## config.mk

```make
export PLATFORM = sky130hd
export DESIGN_NAME = clock_phase_gen_flat
export DESIGN_NICKNAME = d
export VERILOG_FILES = /design/src/rtl/clock_phase_pkg.sv /design/src/rtl/clock_phase_gen_if.sv /design/src/rtl/phase_channel.sv /design/src/rtl/clock_phase_gen.sv /design/src/flat_wrapper.sv
export SDC_FILE = /design/constraint.sdc
export NUM_CORES = 1
export LEC_CHECK = 0
export CORE_MARGIN = 1.5
export CORE_UTILIZATION = 60
export CTS_CLUSTER_DIAMETER = 150
export DETAILED_ROUTE_END_ITERATION = 8
export GPL_ROUTABILITY_DRIVEN = 0
export PLACE_DENSITY = 0.78
export SETUP_SLACK_MARGIN = 0.3
export SLEW_MARGIN = 40
export SYNTH_ARGS = -nofsm -noshare
export SYNTH_HDL_FRONTEND = slang
export SYNTH_SLANG_ARGS = --single-unit
export TNS_END_PERCENT = 10
```

## constraint.sdc

```tcl
create_clock -name clock -period 10.2 [get_ports clock]
set_input_delay 2.04 -clock clock [delete_from_list [all_inputs] [get_ports clock]]
set_output_delay 2.04 -clock clock [all_outputs]
set_load 0.02 [all_outputs]
```

## src/rtl/clock_phase_pkg.sv

```systemverilog
// Shared configuration type and constants for the multi-channel clock/strobe generator.
package clock_phase_pkg;

   // Fields are sized for the widest supported build; narrower builds use the low bits.
   localparam int unsigned CNT_W_MAX = 16;

   typedef struct packed {
      logic [CNT_W_MAX-1:0] half;
      logic [CNT_W_MAX:0]   phase;
      logic                 inv;
   } cfg_t;

   localparam cfg_t RST_CFG = '{half: 16'd2, phase: 17'd0, inv: 1'b0};

   localparam int unsigned CH_IMEM = 0;
   localparam int unsigned CH_DMEM = 1;
   localparam int unsigned CH_PROC = 2;
   localparam int unsigned CH_RF   = 3;

   function automatic cfg_t rst_cfg(input int unsigned half);
      cfg_t c;
      c.half  = CNT_W_MAX'(half);
      c.phase = '0;
      c.inv   = 1'b0;
      return c;
   endfunction

endpackage

```

## src/rtl/clock_phase_gen_if.sv

```systemverilog
// Configuration bus of clock_phase_gen: per-channel staging writes, commit request and busy.
interface clock_phase_gen_if #(
   parameter int unsigned NUM_CH = 4,
   parameter int unsigned CNT_W  = 6
);
   localparam int unsigned CH_W = (NUM_CH > 1) ? $clog2(NUM_CH) : 1;

   logic            cfg_wr;
   logic [CH_W-1:0] cfg_ch;
   logic [CNT_W-1:0] cfg_half;
   logic [CNT_W:0]  cfg_phase;
   logic            cfg_inv;
   logic            apply;
   logic            busy;

   modport master (
      output cfg_wr, cfg_ch, cfg_half, cfg_phase, cfg_inv, apply,
      input  busy
   );

   modport slave (
      input  cfg_wr, cfg_ch, cfg_half, cfg_phase, cfg_inv, apply,
      output busy
   );

endinterface

```

## src/rtl/phase_channel.sv

```systemverilog
// One divided-clock channel: wrapping counter, registered clock output and end-of-period strobe.
module phase_channel
   import clock_phase_pkg::*;
#(
   parameter int unsigned CNT_W = 6
) (
   input  logic           clock,
   input  logic           reset,
   input  logic           load,
   input  logic [CNT_W:0] load_val,
   input  cfg_t           cfg,
   output logic           clk_out,
   output logic           edge_stb
);

   localparam logic [CNT_W:0] ONE = (CNT_W+1)'(1);

   logic [CNT_W:0] half;
   logic [CNT_W:0] last;
   logic [CNT_W:0] cnt_q;
   logic [CNT_W:0] cnt_d;

   // cfg is the next-active config, so a load already sees the newly committed half/inv.
   assign half = {1'b0, cfg.half[CNT_W-1:0]};
   assign last = {cfg.half[CNT_W-1:0], 1'b0} - ONE;

   always_comb begin
      if (load) begin
         cnt_d = load_val;
      end else if (cnt_q >= last) begin
         cnt_d = '0;
      end else begin
         cnt_d = cnt_q + ONE;
      end
   end

   always_ff @(posedge clock) begin
      if (reset) begin
         cnt_q    <= '0;
         clk_out  <= 1'b0;
         edge_stb <= 1'b0;
      end else begin
         cnt_q    <= cnt_d;
         clk_out  <= (cnt_d >= half) ^ cfg.inv;
         edge_stb <= (cnt_d == last);
      end
   end

   logic unused_cfg;
   assign unused_cfg = ^{cfg.phase, cfg.half[CNT_W_MAX-1:CNT_W]};

endmodule

```

## src/rtl/clock_phase_gen.sv

```systemverilog
// Multi-channel clock/strobe generator with staged configs committed together
// on a channel-0 period boundary.
module clock_phase_gen
   import clock_phase_pkg::*;
#(
   parameter int unsigned NUM_CH   = 4,
   parameter int unsigned CNT_W    = 6,
   parameter int unsigned RST_HALF = 2
) (
   input  logic              clock,
   input  logic              reset,
   clock_phase_gen_if.slave  cfg,
   output logic [NUM_CH-1:0] clk_out,
   output logic [NUM_CH-1:0] edge_stb
);

   localparam int unsigned CH_W = (NUM_CH > 1) ? $clog2(NUM_CH) : 1;

   localparam logic [0:0] IDLE    = 1'b0;
   localparam logic [0:0] PENDING = 1'b1;

   localparam cfg_t CFG_RST = rst_cfg(RST_HALF);

   logic [0:0]       state_q;
   logic [0:0]       state_d;
   logic             commit;
   logic [CNT_W-1:0] wr_half;
   cfg_t             wr_cfg;

   assign wr_half = (cfg.cfg_half == '0) ? CNT_W'(1) : cfg.cfg_half;

   always_comb begin
      wr_cfg       = '0;
      wr_cfg.half  = CNT_W_MAX'(wr_half);
      wr_cfg.phase = (CNT_W_MAX+1)'(cfg.cfg_phase);
      wr_cfg.inv   = cfg.cfg_inv;
   end

   // Channel 0 strobe is registered from cnt == 2H-1, i.e. it marks its last period cycle.
   assign commit = (state_q == PENDING) && edge_stb[CH_IMEM];

   always_comb begin
      state_d = state_q;
      case (state_q)
         IDLE: begin
            if (cfg.apply) begin
               state_d = PENDING;
            end
         end
         PENDING: begin
            if (commit) begin
               state_d = IDLE;
            end
         end
         default: state_d = IDLE;
      endcase
   end

   always_ff @(posedge clock) begin
      if (reset) begin
         state_q <= IDLE;
      end else begin
         state_q <= state_d;
      end
   end

   assign cfg.busy = (state_q == PENDING);

   for (genvar i = 0; i < NUM_CH; i++) begin : g_ch
      cfg_t           stg_q;
      cfg_t           stg_d;
      cfg_t           act_q;
      cfg_t           act_d;
      logic [CNT_W:0] period_s;
      logic [CNT_W:0] load_val;

      // Commit reads stg_q, so a write landing in the commit cycle waits for the next apply.
      always_comb begin
         stg_d = stg_q;
         if (cfg.cfg_wr && (cfg.cfg_ch == CH_W'(i))) begin
            stg_d = wr_cfg;
         end
         act_d = commit ? stg_q : act_q;
      end

      assign period_s = {stg_q.half[CNT_W-1:0], 1'b0};
      assign load_val = stg_q.phase[CNT_W:0] % period_s;

      always_ff @(posedge clock) begin
         if (reset) begin
            stg_q <= CFG_RST;
            act_q <= CFG_RST;
         end else begin
            stg_q <= stg_d;
            act_q <= act_d;
         end
      end

      phase_channel #(
         .CNT_W (CNT_W)
      ) u_channel (
         .clock    (clock),
         .reset    (reset),
         .load     (commit),
         .load_val (load_val),
         .cfg      (act_d),
         .clk_out  (clk_out[i]),
         .edge_stb (edge_stb[i])
      );

      logic unused_stg;
      assign unused_stg = ^{stg_q.half[CNT_W_MAX-1:CNT_W], stg_q.phase[CNT_W_MAX:CNT_W+1]};
   end

endmodule
```

## src/flat_wrapper.sv

```systemverilog
// flat-port wrapper written by rule: the top's interface ports become plain ports
module clock_phase_gen_flat import clock_phase_pkg::*;
#(
   parameter int unsigned NUM_CH   = 4,
   parameter int unsigned CNT_W    = 6,
   parameter int unsigned RST_HALF = 2
)
  (clock, reset, clk_out, edge_stb, cfg_cfg_wr, cfg_cfg_ch, cfg_cfg_half, cfg_cfg_phase, cfg_cfg_inv, cfg_apply, cfg_busy);
  clock_phase_gen_if #(.NUM_CH(NUM_CH), .CNT_W(CNT_W)) cfg_i ();
  input  logic clock;
  input  logic reset;
  output logic [NUM_CH-1:0] clk_out;
  output logic [NUM_CH-1:0] edge_stb;
  input wire logic [$bits(cfg_i.cfg_wr)-1:0] cfg_cfg_wr;
  input wire logic [$bits(cfg_i.cfg_ch)-1:0] cfg_cfg_ch;
  input wire logic [$bits(cfg_i.cfg_half)-1:0] cfg_cfg_half;
  input wire logic [$bits(cfg_i.cfg_phase)-1:0] cfg_cfg_phase;
  input wire logic [$bits(cfg_i.cfg_inv)-1:0] cfg_cfg_inv;
  input wire logic [$bits(cfg_i.apply)-1:0] cfg_apply;
  output wire logic [$bits(cfg_i.busy)-1:0] cfg_busy;
  assign cfg_i.cfg_wr = cfg_cfg_wr;
  assign cfg_i.cfg_ch = cfg_cfg_ch;
  assign cfg_i.cfg_half = cfg_cfg_half;
  assign cfg_i.cfg_phase = cfg_cfg_phase;
  assign cfg_i.cfg_inv = cfg_cfg_inv;
  assign cfg_i.apply = cfg_apply;
  assign cfg_busy = cfg_i.busy;
  clock_phase_gen #(.NUM_CH(NUM_CH), .CNT_W(CNT_W), .RST_HALF(RST_HALF)) u_core (.clock(clock), .reset(reset), .cfg(cfg_i), .clk_out(clk_out), .edge_stb(edge_stb));
endmodule
```

# After elaboration in Yosys (flattened, before gate mapping)
# Index checks and enable logic that the tools add are counted.
[word_totals] reg_bits=149 out_inout_bits=9
[classes] n_addsub=8 div=4 n_lt_le_gt_ge=8 n_eq_ne=7 mux=16 n_bitwise=5 reduce_logical=7
[ops] cell="2-to-1 mux 24 bit" count=4
[ops] cell="2-to-1 mux 7 bit" count=8
[ops] cell="adder 7 x 1 -> 7 bit (second input constant)" count=4
[ops] cell="== test 7 bit" count=4
[ops] cell="greater-or-equal comparator 7 x 6 -> 1 bit" count=4
[ops] cell="greater-or-equal comparator 7 bit" count=4
[ops] cell="remainder unit 7 x 7 -> 7 bit" count=4
[ops] cell="subtractor 7 x 1 -> 7 bit (second input constant)" count=4
[ops] cell="zero test 6 bit" count=1
[ops] cell="2-to-1 mux 6 bit" count=1
[ops] cell="logical AND 1 bit" count=5
[ops] cell="== test 2 bit (second input constant)" count=2
[ops] cell="XOR 1 bit" count=4
[ops] cell="== test 2 x 1 -> 1 bit (second input constant)" count=1
[ops] cell="zero test 2 bit" count=1
[ops] cell="2-to-1 mux 1 bit" count=2
[ops] cell="one-hot mux 1 bit (2 select lines)" count=1
[ops] cell="NOT 1 bit" count=1

# Depth between registers and ports, before layout
# Gate-level depths: netlist of the first run.
[depth] depth_word=8 mapped_depth=43 mapped_depth_nobuf=41

# By module
# From an unflattened synthesis of the first run, not the netlist that was laid out.
[unflattened] hier_cells=1702 area_unflattened_um2=14244.9
[modules_own_cells] mod="clock_phase_gen" instances=1 cells_each=1314 area_per_inst_um2=10746.6 seq_area_each_um2=3863.7
[modules_own_cells] mod="phase_channel" instances=4 cells_each=97 area_per_inst_um2=874.6 seq_area_each_um2=180.2

# Worst setup path after synthesis of the first run
# No wires, ideal clock.
[synth_path] kind="reg-to-reg" startpoint="reg u_core.g_ch[0].stg_q, in the netlist u_core.g_ch[0].period_s[6]" endpoint="reg u_core.g_ch[0].u_channel.clk_out" t_arrival_ns=8.984 setup_slack_ns=1.121 path_stages_with_launch=41 synth_period_minus_slack_ns=9.079 cell_sequence="dfxtp_1 -> buf_2 -> or4_4 -> nor2_1 -> a21oi_1 -> a21oi_1 -> ha_1 -> or4b_2 -> o211ai_1 -> o22ai_2 -> ha_1 -> or2_2 -> o211ai_1 -> or3_1 -> nand2_1 -> ha_1 -> or3_1 -> o2111ai_2 -> [5 not listed] -> a21oi_1 -> mux2i_1 -> inv_1 -> ha_1 -> nand4b_1 -> a31oi_1 -> o22a_1 -> clkbuf_1 -> mux2i_1 -> a22o_1 -> ha_1 -> a21o_1 -> a21o_1 -> a21o_1 -> a21o_1 -> a211o_1 -> or3_1 -> o311ai_1"
[synth_via] elab_chain_cells=7
[synth_lines] element="from (decl)" line_no="clock_phase_gen.sv:70" source="cfg_t stg_q;"
[synth_lines] element="from (signal assigned)" line_no="clock_phase_gen.sv:94" source="stg_q <= stg_d;"
[synth_lines] element="parallel branches: the longest is 4 deep, another holds remainder unit 7 x 7 -> 7 bit"
[synth_lines] element="2-to-1 mux 7 bit *" line_no="phase_channel.sv:28" source="if (load) begin"
[synth_lines] element="named net u_core.g_ch[0].u_channel.cnt_d[1]" line_no="phase_channel.sv:21" source="logic [CNT_W:0] cnt_d;"
[synth_lines] element="greater-or-equal comparator 7 x 6 -> 1 bit *" line_no="phase_channel.sv:44" source="clk_out <= (cnt_d >= half) ^ cfg.inv;"
[synth_lines] element="XOR 1 bit *" line_no="phase_channel.sv:44"
[synth_lines] element="to (signal assigned)" line_no="phase_channel.sv:44"
[synth_lines] element="to (decl)" line_no="phase_channel.sv:12" source="output logic clk_out,"
# Mark *: on every way through the listed nets, which the timed path passes.
# A chain may end at the register's enable or synchronous reset.

# Final worst setup path of the first run
# Ends and elaborated chain as after synthesis.

==> results of run 1 <==
==> cells by family (layout without fill, tap and decap cells) <==
| group | Yosys count | after routing | synth area share (%) |
|---|---|---|---|
| adder cells (fa/ha/maj) | 144 | 144 | 15.5 |
| buffers and inverters | 156 | 157 | 5.60 |
| multiplexers | 53 | 53 | 5.13 |
| AND/OR/NAND/NOR | 486 | 486 | 20.4 |
| XOR/XNOR | 82 | 82 | 6.89 |
| flip-flops | 121 | 121 | 20.9 |
| AO/OA/AOI/OAI | 417 | 417 | 25.5 |
==> registers in the layout, indices dropped and copies added, names as in the netlist <==
register and count:
u_core.g_ch.stg_q 32, u_core.g_ch.period_s 24, u_core.g_ch.u_channel.cnt_q 28, u_core.g_ch.u_channel.clk_out 4
u_core.g_ch.act_q 28, u_core.cfg.busy 1, u_core.g_ch.u_channel.edge_stb 4
==> synthesized netlist by cell type (5+ instances only) <==
master,n,area share [%]
sky130_fd_sc_hd__o21ai_0,51,2.2
sky130_fd_sc_hd__a22oi_1,5,0.32
sky130_fd_sc_hd__nor4_1,7,0.38
sky130_fd_sc_hd__o221ai_1,7,0.53
sky130_fd_sc_hd__a31oi_1,18,0.97
sky130_fd_sc_hd__clkbuf_1,52,1.7
sky130_fd_sc_hd__nor3_1,56,2.4
sky130_fd_sc_hd__nor2_1,105,3.4
sky130_fd_sc_hd__nor2b_1,23,1.2
sky130_fd_sc_hd__a211o_1,10,0.76
sky130_fd_sc_hd__buf_2,6,0.26
sky130_fd_sc_hd__o31ai_1,6,0.39
sky130_fd_sc_hd__ha_1,144,16
sky130_fd_sc_hd__nor3b_1,5,0.32
sky130_fd_sc_hd__nand2b_1,20,1.1
sky130_fd_sc_hd__xor2_1,30,2.3
sky130_fd_sc_hd__or2_2,15,0.81
sky130_fd_sc_hd__and3_1,5,0.27
sky130_fd_sc_hd__xnor2_1,44,3.3
sky130_fd_sc_hd__mux2i_2,5,0.59
sky130_fd_sc_hd__a2bb2oi_1,5,0.38
sky130_fd_sc_hd__o2111ai_1,7,0.53
sky130_fd_sc_hd__nand3_1,30,1.3
sky130_fd_sc_hd__o22ai_1,8,0.43
sky130_fd_sc_hd__o31a_1,5,0.38
sky130_fd_sc_hd__a211oi_1,18,1.2
sky130_fd_sc_hd__o21a_1,37,2.4
sky130_fd_sc_hd__o211ai_1,23,1.5
sky130_fd_sc_hd__mux2_2,6,0.58
sky130_fd_sc_hd__a21boi_0,6,0.39
sky130_fd_sc_hd__inv_1,84,2.7
sky130_fd_sc_hd__nand2_1,152,4.9
sky130_fd_sc_hd__or3_1,24,1.3
sky130_fd_sc_hd__a21oi_1,105,4.5
sky130_fd_sc_hd__a21o_1,34,2.2
sky130_fd_sc_hd__buf_4,9,0.58
sky130_fd_sc_hd__and2_1,8,0.43
sky130_fd_sc_hd__dfxtp_1,121,21
sky130_fd_sc_hd__mux2i_1,39,3.4
==> path summary, 6_finish.rpt <==
check | endpoint | cells past startpoint | startpoint
setup reg to reg | u_core.g_ch[0].u_channel.clk_out$_SDFF_PP0_ | 38 | u_core.g_ch[0].period_s[6]$_SDFFE_PP0P_
hold reg to reg | u_core.g_ch[3].stg_q[1]$_SDFFE_PP0P_ | 2 | u_core.g_ch[3].stg_q[1]$_SDFFE_PP0P_
setup / recovery | u_core.g_ch[0].u_channel.clk_out$_SDFF_PP0_ | 38 | u_core.g_ch[0].period_s[6]$_SDFFE_PP0P_
hold / removal | u_core.g_ch[3].stg_q[1]$_SDFFE_PP0P_ | 2 | u_core.g_ch[3].stg_q[1]$_SDFFE_PP0P_
==> per-stage QoR <==
step	cells	total power (uW)	setup WS [ns]
2_1_floorplan	1459	2320	1.12
5_1_grt	1720	3770	0.253
3_5_place_dp	1682	2730	0.363
6_report	1720	3510	0.708
3_3_place_gp	1682	2680	0.511
4_1_cts	1714	3370	0.317
==> power by group through the flow <==
stage	logic [uW]	registers (uW)	clock network, uW
final	2310	571	632
after global routing	2540	576	659
after CTS	2160	569	637
after detailed placement	2150	579	0
after global placement	2100	578	0
after floorplan	1760	561	0
==> worst max-delay path: cells and delay by family (launching register included) <==
kind / cells / cell delay, ns
simple gates: 12 / 3.53
compound gates: 17 / 3.18
fa+ha+maj: 6 / 1.59
mux: 2 / 0.57
flops: 1 / 0.41
buf+inv: 1 / 0.10
==> cell type report <==
type,instances,area (um2)
tap,260,325
clock buffer,18,439
timing repair buffer,41,379
multi-input combinational,1182,8630
clock inverter,14,174
sequential,121,2420
inverter,84,315
fill,1606,6140
==> layer usage <==
| metal | vias up | track usage (%) | share of wire (%) |
|---|---|---|---|
| met5 | - | 0 | 0 |
| met4 | 0 | 9.33 | 2.1 |
| met3 | 63 | 4.41 | 6.1 |
| met2 | 360 | 48.7 | 47 |
| met1 | 5077 | 38.5 | 45 |
| li1 | 5290 | - | - |
==> repair_timing <==
item                       4_1_cts  5_1_grt
resized for setup                0       28
buffers inserted                 0        6
hold buffers                     0        0
setup endpoints to repair        0        4
==> summary by stage, run 1 <==
Outcome
The flow ran to the end, and the final reports show no timing, DRC or antenna violations.

Floorplan
The standard cell core area is about 19000 um2. The row count is 50. The number of placed I/O pins is 29. The vertical die dimension is ~140 um. From left edge to right edge, the die measures roughly 140 um.

The initial utilization of the core area, before any placement, comes to slightly above 60%. The die covers roughly 20000 um2.

Setup path
For the worst setup path, the data required time is approximately 11 ns. The slowest stage cell on the critical path is sky130_fd_sc_hd__or4b_2. The library cell appearing most often on the critical path is sky130_fd_sc_hd__ha_1. The largest single stage delay on the critical path is about 0.66 ns. The worst setup path is of the flip-flop to flip-flop kind.

STA classifies the critical path startpoint as a flip-flop. The peak fanout along the critical path is 9. The worst reg-to-reg setup slack is 0.71 ns. STA classifies the critical path endpoint as a flip-flop. For the worst setup path, the data arrival time is around 10 ns.

Timing
Headroom to the max-slew limit came out at 44.3%. At the pin with the least slew margin, the transition time is 0.836 ns. The highest attainable clock frequency is between 0.1 and 0.15 GHz.

Setup repair after global routing could not meet its margin everywhere. The worst clock skew on the final layout is between 0.007 and 0.008 ns. The count of endpoints failing setup in the final report is 0.

The post-route worst hold slack is ~0.47 ns. Of the available clock period, the critical path in the final layout requires 93.1%. The hold violation count in the final report is 0.

The sum of negative setup slack is 0 ns. The final-report max-slew violation count came to 0. Counting I/O delays and the setup requirement, the final critical path takes 9.49 ns.

Synthesis
The total nets after synthesis is 1623. The synthesized cell area is between 10000 and 15000 um2. The share of the Yosys chip area taken by registers is roughly a fifth. A synthesized cell averages 7.94 um2. The number of flops mapped to enable cells by yosys is 0.

The most common flop cell mapped by yosys is sky130_fd_sc_hd__dfxtp_1. The distinct cell type count after synthesis is 103. In the synthesized netlist the async set-or-reset flop fraction comes to 0%. The count of warnings emitted by yosys is 0.

After technology mapping, the gate count stands at 1459. The synthesized design contains between 100 and 150 register bits.

Global routing
The first global-routing pass estimated 47700 um of wire. The initial antenna violation count is 0. Global routing finished with a remaining overflow of 0.

In the global route stage, overall resource usage came out at between 20 and 30%. The number of global-route vias before repair is roughly 10000. Entering global routing, the biggest net connects between 70 and 80 pins.

Pwr
The internal power is about 2000 uW. In this run, flip-flops and latches consume ~16% of the power. For this design the static power due to leakage is roughly 0.0053 uW. The clock share of power is 18.0%.

The analysis attributes to net switching a power of 1560 uW. The cell area power density is about 280 nW/um2. Across the VDD grid, the largest voltage drop is 0.202 mV.

The logic gate share of total power is between 60% and 70%. The switching share of total power is about 44%.

Final layout
Cells fill about 67% of the core in the end. The post-route netlist has between 9 and 10% of its cells at a drive strength greater than 1. The net count reported at finish is 1611. In the layout the commonest cells are sky130_fd_sc_hd__nand2_1, sky130_fd_sc_hd__ha_1, sky130_fd_sc_hd__dfxtp_1.

The leading cell type in the layout, fill and taps excluded is sky130_fd_sc_hd__nand2_1. The area growth from synthesis to layout is 9.45%. The antenna diode count is 0. The cell area after layout is 12700 um2.

Detailed routing
In the final routed layout, each cell accounts on average for roughly 17 um. The number of iterations in the first detailed-routing pass is 8. The vias per cell is approximately 6.3.

The total number of vias is about 11000. The remaining antenna violation count after routing is 0. The count of unresolved DRC violations after routing is 0.

The routed wire length is around 30000 um. The initial DRC count is approximately 840.

Clock tree
Counting every sink on the clock net gives approximately 120. The H-tree depth is 4. TritonCTS built the clock tree. For the worst-skew pair, the clock arrives at the later sink with an insertion delay of about 0.43 ns. Clock tree synthesis selected as its root buffer the cell sky130_fd_sc_hd__clkbuf_16.

The worst-case clock buffer depth is 2. The clock-pin transition on the worst setup and hold timing paths is 0.06 ns. The TritonCTS buffer count is 17.

Min path
The min-delay analysis places its worst path in the category flip-flop to flip-flop.

Placement
The estimated wirelength of the detail-placed design is ~22000 um. The total of buffers placed on input and output ports is 28. The cell area reported after detailed placement is approximately 12000 um2.

Flow run
The number of violations of the max-capacitance limit is 0.
No activity file was read; power rests on OpenSTA's default activity.
==> run 2: changes to the inputs <==
--- a/config.mk
+++ b/config.mk
@@ -10,6 +10,7 @@
 export CTS_CLUSTER_DIAMETER = 150
 export DETAILED_ROUTE_END_ITERATION = 8
 export GPL_ROUTABILITY_DRIVEN = 0
+export HOLD_SLACK_MARGIN = 0.05
 export PLACE_DENSITY = 0.78
 export SETUP_SLACK_MARGIN = 0.3
 export SLEW_MARGIN = 40
==> results of run 2 <==
The final DEF is identical to that of run 1; final timing and power are the same.
==> run 3: changes to the inputs <==
--- a/config.mk
+++ b/config.mk
@@ -5,6 +5,7 @@
 export SDC_FILE = /design/constraint.sdc
 export NUM_CORES = 1
 export LEC_CHECK = 0
+export CAP_MARGIN = 0
 export CORE_MARGIN = 1.5
 export CORE_UTILIZATION = 60
 export CTS_CLUSTER_DIAMETER = 150
==> results of run 3 <==
The final DEF is identical to that of run 1; final timing and power are the same.
